`src/rtl/updown_seq_decoder.sv`:
```
// updown_seq_decoder
// Receive-side observer for the 2-bit up/down counter family. Samples the
// counter bus on every clk edge, recovers the direction the counter was
// driven with, reports lock, holds, direction reversals and illegal jumps,
// and keeps a saturating count of illegal jumps.
//
// state   | meaning
// --------+-----------------------------------------------------------
// IDLE    | no valid previous sample; next edge only captures q_in
// ACQUIRE | counting consecutive same-direction single steps
// LOCKED  | consistent stepping seen; dir is valid, reversals flagged
module updown_seq_decoder #(
  parameter int WIDTH    = 2,
  parameter int LOCK_CNT = 2,
  parameter int ERR_W    = 8
) (
  input  logic             clk,
  input  logic             CLR,
  input  logic [WIDTH-1:0] q_in,
  output logic             dir,
  output logic             locked,
  output logic             dir_chg,
  output logic             hold_p,
  output logic             step_err,
  output logic [ERR_W-1:0] err_cnt
);

  localparam logic [1:0] IDLE    = 2'd0;
  localparam logic [1:0] ACQUIRE = 2'd1;
  localparam logic [1:0] LOCKED  = 2'd2;

  localparam logic [WIDTH-1:0] STEP_ONE   = WIDTH'(1);
  localparam logic [3:0]       LOCK_TARGET = 4'(LOCK_CNT);

  logic [1:0]       r_state;
  logic [WIDTH-1:0] r_prev;
  logic [3:0]       r_run_cnt;
  logic             r_cand;
  logic             r_dir;
  logic             r_locked;
  logic             r_dir_chg;
  logic             r_hold_p;
  logic             r_step_err;
  logic [ERR_W-1:0] r_err_cnt;

  logic [WIDTH-1:0] w_delta;
  logic             w_up;
  logic             w_dn;
  logic             w_hold;
  logic [3:0]       w_run_step;
  logic [1:0]       w_state_nxt;
  logic [3:0]       w_run_nxt;
  logic             w_cand_nxt;
  logic             w_dir_nxt;
  logic             w_locked_nxt;
  logic             w_dir_chg_nxt;
  logic             w_hold_nxt;
  logic             w_step_err_nxt;

  // Modular difference makes max->0 an up step and 0->max a down step.
  assign w_delta = q_in - r_prev;
  assign w_up    = (w_delta == STEP_ONE);
  assign w_dn    = (w_delta == {WIDTH{1'b1}});
  assign w_hold  = (w_delta == '0);

  // A step agreeing with the candidate (or the first step of a run) extends
  // the run; an opposite step starts a fresh run of length one.
  assign w_run_step = ((r_run_cnt == 4'd0) || (w_up == r_cand)) ?
                      (r_run_cnt + 4'd1) : 4'd1;

  // Next-state decode: classify the step and decide state, lock and pulses.
  always_comb begin
    w_state_nxt    = r_state;
    w_run_nxt      = r_run_cnt;
    w_cand_nxt     = r_cand;
    w_dir_nxt      = r_dir;
    w_locked_nxt   = r_locked;
    w_dir_chg_nxt  = 1'b0;
    w_hold_nxt     = 1'b0;
    w_step_err_nxt = 1'b0;
    case (r_state)
      IDLE: begin
        w_state_nxt = ACQUIRE;
        w_run_nxt   = 4'd0;
      end
      ACQUIRE: begin
        if (w_up || w_dn) begin
          w_cand_nxt = w_up;
          w_run_nxt  = w_run_step;
          // Lock entry is not a reversal, so no dir_chg here.
          if (w_run_step == LOCK_TARGET) begin
            w_state_nxt  = LOCKED;
            w_dir_nxt    = w_up;
            w_locked_nxt = 1'b1;
          end
        end else if (w_hold) begin
          w_hold_nxt = 1'b1;
        end else begin
          w_step_err_nxt = 1'b1;
          w_run_nxt      = 4'd0;
        end
      end
      LOCKED: begin
        if (w_up || w_dn) begin
          if (w_up != r_dir) begin
            w_dir_nxt     = w_up;
            w_dir_chg_nxt = 1'b1;
          end
        end else if (w_hold) begin
          w_hold_nxt = 1'b1;
        end else begin
          w_step_err_nxt = 1'b1;
          w_locked_nxt   = 1'b0;
          w_run_nxt      = 4'd0;
          w_state_nxt    = ACQUIRE;
        end
      end
      default: begin
        w_state_nxt  = IDLE;
        w_run_nxt    = 4'd0;
        w_locked_nxt = 1'b0;
      end
    endcase
  end

  // Sequencer state, run tracking and previous-sample capture.
  always_ff @(posedge clk or negedge CLR) begin
    if (!CLR) begin
      r_state   <= IDLE;
      r_prev    <= '0;
      r_run_cnt <= 4'd0;
      r_cand    <= 1'b0;
    end else begin
      r_state   <= w_state_nxt;
      r_prev    <= q_in;
      r_run_cnt <= w_run_nxt;
      r_cand    <= w_cand_nxt;
    end
  end

  // Registered direction, lock flag and single-cycle event pulses.
  always_ff @(posedge clk or negedge CLR) begin
    if (!CLR) begin
      r_dir      <= 1'b0;
      r_locked   <= 1'b0;
      r_dir_chg  <= 1'b0;
      r_hold_p   <= 1'b0;
      r_step_err <= 1'b0;
    end else begin
      r_dir      <= w_dir_nxt;
      r_locked   <= w_locked_nxt;
      r_dir_chg  <= w_dir_chg_nxt;
      r_hold_p   <= w_hold_nxt;
      r_step_err <= w_step_err_nxt;
    end
  end

  // Illegal-jump counter; sticks at all-ones instead of wrapping.
  always_ff @(posedge clk or negedge CLR) begin
    if (!CLR) begin
      r_err_cnt <= '0;
    end else if (w_step_err_nxt && !(&r_err_cnt)) begin
      r_err_cnt <= r_err_cnt + ERR_W'(1);
    end
  end

  assign dir      = r_dir;
  assign locked   = r_locked;
  assign dir_chg  = r_dir_chg;
  assign hold_p   = r_hold_p;
  assign step_err = r_step_err;
  assign err_cnt  = r_err_cnt;

endmodule

```
`config.mk`:
```
export PLATFORM = sky130hd
export DESIGN_NAME = updown_seq_decoder
export DESIGN_NICKNAME = d
export VERILOG_FILES = /design/src/rtl/updown_seq_decoder.sv
export SDC_FILE = /design/constraint.sdc
export NUM_CORES = 1
export LEC_CHECK = 0
export BUFFER_PORTS_ARGS = -buffer_cell sky130_fd_sc_hd__buf_2
export CAP_MARGIN = 5
export CORE_MARGIN = 10
export CORE_UTILIZATION = 30
export DETAILED_ROUTE_END_ITERATION = 10
export GPL_ROUTABILITY_DRIVEN = 0
export GPL_TIMING_DRIVEN = 0
export HOLD_SLACK_MARGIN = 0.06
export PLACE_DENSITY = 0.52
export SYNTH_ARGS = -nofsm -noshare
export SYNTH_HDL_FRONTEND = slang
export SYNTH_SLANG_ARGS = --single-unit
```
`constraint.sdc`:
```
create_clock -name clk -period 2.2 [get_ports clk]
set_input_delay 0.44 -clock clk [delete_from_list [all_inputs] [get_ports clk]]
set_output_delay 0.44 -clock clk [all_outputs]
set_load 0.005 [all_outputs]
```
* Word level (Yosys, flattened, before mapping)
Cells that the tools add are included.
** Word-level totals
- Bits in writable memories :: 0
- Bits in registers :: 22
- Bits in read-only memories :: 0
- Bits in latches :: 0
- Logic and storage cells :: 70
- Output and inout port bits :: 13
- Memories kept :: 0
- Input bits :: 4
** Operators by class
- $mul :: 0
- Shifts and indexed selects :: 0
- Muxes and demuxes :: 29
- Reductions and logical operators :: 14
- Add/subtract/negate cells :: 3
- Divide/modulo/power cells :: 0
- Equal/unequal tests :: 13
- Bitwise logic cells :: 1
- Magnitude comparators :: 0
** Operators with widths (number)
- 1-bit 2-to-1 mux :: 17
- 4-bit 2-to-1 mux :: 4
- 2-bit inequality test (second input constant) :: 6
- 5-bit AND reduction :: 2
- 8-bit by 1-bit adder with 8-bit output (second input constant) :: 1
- 2-bit 2-to-1 mux :: 4
- 4-bit one-hot mux with 2 select lines :: 1
- 8-bit AND reduction :: 1
- 2-bit one-hot mux with 3 select lines :: 1
- 4-bit by 1-bit adder with 4-bit output (second input constant) :: 1
- 2-bit by 1-bit equality test with 1-bit output (second input constant) :: 2
- 2-bit equality test (second input constant) :: 2
- 4-bit by 2-bit equality test with 1-bit output (second input constant) :: 1
- 2-bit logical NOT :: 2
- 4-bit logical NOT :: 1
- 4-bit AND reduction :: 1
- 1-bit one-hot mux with 3 select lines :: 1
- 1-bit logical OR :: 2
- 1-bit one-hot mux with 2 select lines :: 1
- 2-bit AND reduction :: 1
- 2-bit nonzero test :: 1
- 2-bit OR reduction :: 1
- 2-bit subtractor :: 1
- 1-bit equality test :: 1
- other kinds (4) :: 4

* Depth between registers and ports, before layout
- Depth after elaboration :: 9
- Depth in mapped cells :: 8
- Mapped depth without buffers :: 7

* Worst setup path after synthesis
No wires, ideal clock.
- Kind :: in2reg
- From :: in q_in[0]
- To :: reg r_dir (netlist: dir)
- Data required time :: 2080 ps
- Path buffers :: 1
- Path slack :: 147 ps
- Stages on the path :: 7
- Setup time :: 120 ps
- Arrival time :: 1933 ps
- Cells stage by stage :: inv_1 -> ha_1 -> clkbuf_1 -> o221ai_4 -> nand2_4 -> or4_1 -> and3_1
** On the way
- Cells in the longest elaborated chain, start to end :: 8
- Elaborated cells on any way between the ends :: 19
- Those cells by class :: add/sub: 1; eq/ne: 9; mux: 6; reduce/logical: 3
** RTL lines
- start: declaration :: RTL line 19 : input logic [WIDTH-1:0] q_in,
- 2-bit subtractor (*) :: RTL line 61 : assign w_delta = q_in - r_prev;
- 2-bit by 1-bit equality test with 1-bit output :: RTL line 62 : assign w_up = (w_delta == STEP_ONE);
- 1-bit equality test :: RTL line 68 : assign w_run_step = ((r_run_cnt == 4'd0) || (w_up == r_cand)) ?
- 1-bit logical OR :: RTL line 68
- 4-bit 2-to-1 mux :: RTL line 68
- 4-bit by 2-bit equality test with 1-bit output :: RTL line 91 : if (w_run_step == LOCK_TARGET) begin
- 2-bit inequality test (no source line)
- 5-bit AND reduction (no source line)
- end signal: assignment :: RTL line 150 : r_dir <= w_dir_nxt;
- end: declaration :: RTL line 39 : logic r_dir;
Every way passes the cells marked *; elsewhere a longest branch is shown, timed or not. The select of a mux whose other input is x is not followed.
A chain may end at the register's enable or synchronous reset.

* Worst setup path after layout
- From :: reg r_run_cnt[0]
- To :: reg r_dir (netlist: dir)
** On the way
- Cells in the longest elaborated chain, start to end :: 6
- Elaborated cells on any way between the ends :: 7
- Those cells by class :: add/sub: 1; eq/ne: 2; mux: 1; reduce/logical: 3
** RTL lines
- start: declaration :: RTL line 37 : logic [3:0] r_run_cnt;
- start signal: assignment :: RTL line 136 : r_run_cnt <= w_run_nxt;
- branches (longest 2 deep; another with 4-bit by 1-bit adder with 4-bit output)
- 4-bit 2-to-1 mux (*) :: RTL line 68
- 4-bit by 2-bit equality test with 1-bit output (*) :: RTL line 91
- 2-bit inequality test (no source line) (*)
- 5-bit AND reduction (no source line) (*)
Every way passes the cells marked *.

==> impl_metrics.tcl <==
set metrics [dict create \
    clk_pin_slew_ns 0.08 \
    syn_to_final_growth_pct 18.06 \
    grt_pass1_vias 917 \
    r2r_cells 6 \
    grt_overflow_total 0 \
    setup_viol_count_final 0 \
    async_reset_ff_share_pct 100.0 \
    root_buffer "clkbuf_8" \
    ctsLongestPathBuffers 2 \
    r2r-end "dir" \
    crit_required_ns 2.36 \
    fin_crit_ns 2.079 \
    top_layer "met4" \
    num-nets-final 154 \
    synth_nets 132 \
    vias_per_cell 4.780 \
    synth_area_per_cell_um2 10.33 \
    wl_met1_um 1228 \
    synth.distinct_cells 37 \
    drv_slew 0 \
    syn_inst 120 \
    holdCritPathClass "in -> async" \
    synth_top_area_share_pct 44.40 \
    dr_wl_met2_um 1114 \
    port_buffers 16 \
    diodes 0 \
    p_per_area_nw_per_um2 1051 \
    drv_cap 0 \
    drt_iter0_drc 65 \
    syn_area_um2 1240 \
    cp_data_arrival_time_ns 2.24 \
    worst_pin_slew_ns 0.5172 \
    synth_edf_count 0 \
    p_leak_nw 0.7365 \
    die_h_um 84.29 \
    grt_pass1_wl_um 4278 \
    rsz0062_at_grt "false" \
    max_clock_freq_ghz 0.4809 \
    multiInputGateArea_um2 654.4 \
    regArea_um2 551.8 \
    die_w_um 84.29 \
    grt_usage_pct 7.133 \
    yosys_warnings 0 \
    critPathMaxFanout 6 \
    ys_seq_elements 22 \
    h-tree-depth 1 \
    num_vias 913 \
    ff2ff_setup_slack_ns 0.12 \
    setup_tns_ns 0 \
    intPower_uw 998.0 \
    ys_seq_area_share_pct 44.40 \
    grt_max_degree 23 \
    cts_made_buffers 3 \
    holdWs_ns 0.1381 \
    r2r_start "r_run_cnt[0]" \
    p_sw_share_pct 35.11 \
    cp-start-kind "register" \
    slew_headroom_pct 65.52 \
    ys_top_cells_by_count "dfrtp_1, nand2_1, nor2_1, ha_1, nand3_1" \
    fill_cells 406 \
    start_util_pct 31.00 \
    pwr-share-comb_pct 35.5 \
    seqPwrFrac_pct 39.7 \
    ios 17 \
    yosysTopAreaCell "dfrtp_1" \
    ant_nets 0 \
    wire_per_inst_um 12.82 \
    drive_gt1_share_pct 21.99 \
    dp.cells 186 \
    row_count 23 \
    vdd_drop_max_mv 0.3971 \
    yosys-top-cells-area "dfrtp_1, ha_1, xor2_1" \
    die_area_um2 7105 \
    clkSinkCount 22 \
    end_kind "register" \
    cts_tree "yes" \
    wl_um 2449 \
    fin_skew_ns 0.001798 \
    placed_cell_area_um2 1383 \
    antenna_found_initial 0 \
    hpwl_um 1886 \
    detailroute.wirelength.met3_um 77 \
    coreArea_um2 4000 \
    critical_path_class "reg -> reg" \
    outcome "finished, final reports clean" \
    dr.pass1.iters 4 \
    clkLatencyLatePin_ns 0.26 \
    route.detailed.drc 0 \
    power_switching_uw 539.9 \
    hold_viol 0 \
    clockPowerShare_pct 24.9 \
    post-route-period-util_pct 94.52 \
    synth_flop_cell "dfrtp_1" \
    synth.most_common_cell "dfrtp_1" \
    final_area_um2 1464 \
    fin_cells 191 \
]
routing by layer:
| metal | vias to the layer above | GRT usage [%] |
|---|---|---|
| li1 | 465 | - |
| met4 | 0 | 3.349 |
| met3 | 4 | 1.449 |
| met1 | 430 | 9.071 |
| met5 | - | 0 |
| met2 | 14 | 11.20 |
kinds of logic (layout without fill, tap and decap cells):
family                     after synthesis  after routing  synth area share, %
adders and majority gates                8              8                8.073
muxes                                    2              2                1.715
buffers and inverters                    9             30                2.825
and+or+nand+nor                         49             49                20.08
DFF                                     22             22                44.40
AOI/OAI and AO/OA                       20             20                13.12
xor gates and xnor gates                10             10                9.788
sequential cells by signal, indices dropped and copies added, names as in the netlist:
signal and flops:
err_cnt 8, r_run_cnt 4, r_prev 2, r_state 2
dir 1, dir_chg 1, hold_p 1, locked 1
r_cand 1, step_err 1
power groups by stage:
| stage | Clock (mW) | Sequential, mW | Combinational, mW |
|---|---|---|---|
| detailed placement | 0 | 0.620 | 0.539 |
| finish | 0.383 | 0.610 | 0.545 |
| CTS | 0.390 | 0.612 | 0.542 |
| global placement | 0 | 0.617 | 0.532 |
| floorplan | 0 | 0.609 | 0.369 |
| global route | 0.412 | 0.630 | 0.620 |
placed cells by master (no fill, tap or decap), types with 2 or more instances in the layout:
cell type / n
dfrtp_1: 21
buf_2: 16
nand2_1: 11
nor2_1: 11
nand3_1: 8
ha_1: 8
inv_1: 7
xor2_1: 6
a21oi_1: 4
nor3_1: 4
nand2b_1: 3
a21o_1: 3
clkbuf_8: 3
clkbuf_2: 2
xnor2_1: 2
nand4_1: 2
and3_1: 2
o21ai_0: 2
o21bai_1: 2
o31ai_1: 2
nor3b_1: 2
worst max-delay path: stages (launching register included):
cell and delay [ns]:
dfrtp_2 0.45, ha_1 0.25, or3_1 0.31, o211ai_1 0.15
nand3_1 0.16, or4_1 0.48, and3_1 0.18
final cells by class:
cell class / instances / area share (%)
buffer: 2 / 0.6838
inverter: 7 / 1.795
tap: 50 / 4.274
timing repair buffer: 17 / 5.983
clock inverter: 1 / 2.051
clock buffer: 3 / 2.821
sequential: 22 / 37.69
multi-input combinational: 89 / 44.70
metrics by stage:
stage | power (mW) | utilization, % | setup WS [ns]
5_1_grt | 1.663 | 36.60 | 0.01412
6_report | 1.538 | 36.60 | 0.1205
3_5_place_dp | 1.159 | 34.56 | -0.1119
3_3_place_gp | 1.149 | 34.56 | -0.08507
4_1_cts | 1.544 | 36.35 | 0.08630
2_1_floorplan | 0.9780 | - | 0.1469
worst max-delay path by stage:
| stage | startpoint | end | cells after the start |
|---|---|---|---|
| 6_report | r_run_cnt[0] | dir | 6 |
| 5_1_grt | r_run_cnt[1] | dir | 7 |
| 4_1_cts | r_run_cnt[0] | dir | 6 |
| 3_5_place_dp | q_in[0] | dir | 8 |
| 3_3_place_gp | q_in[0] | dir | 8 |
| 2_1_floorplan | q_in[0] | dir | 7 |
repair_timing:
| action | CTS | global route |
|---|---|---|
| resized for setup | 0 | 3 |
| endpoints found under the setup margin | 0 | 2 |
| buffers inserted | 0 | 1 |
| hold buffers | 0 | 0 |
| endpoints found under the hold margin | 0 | 0 |
Power figures use the tool's default switching activity.
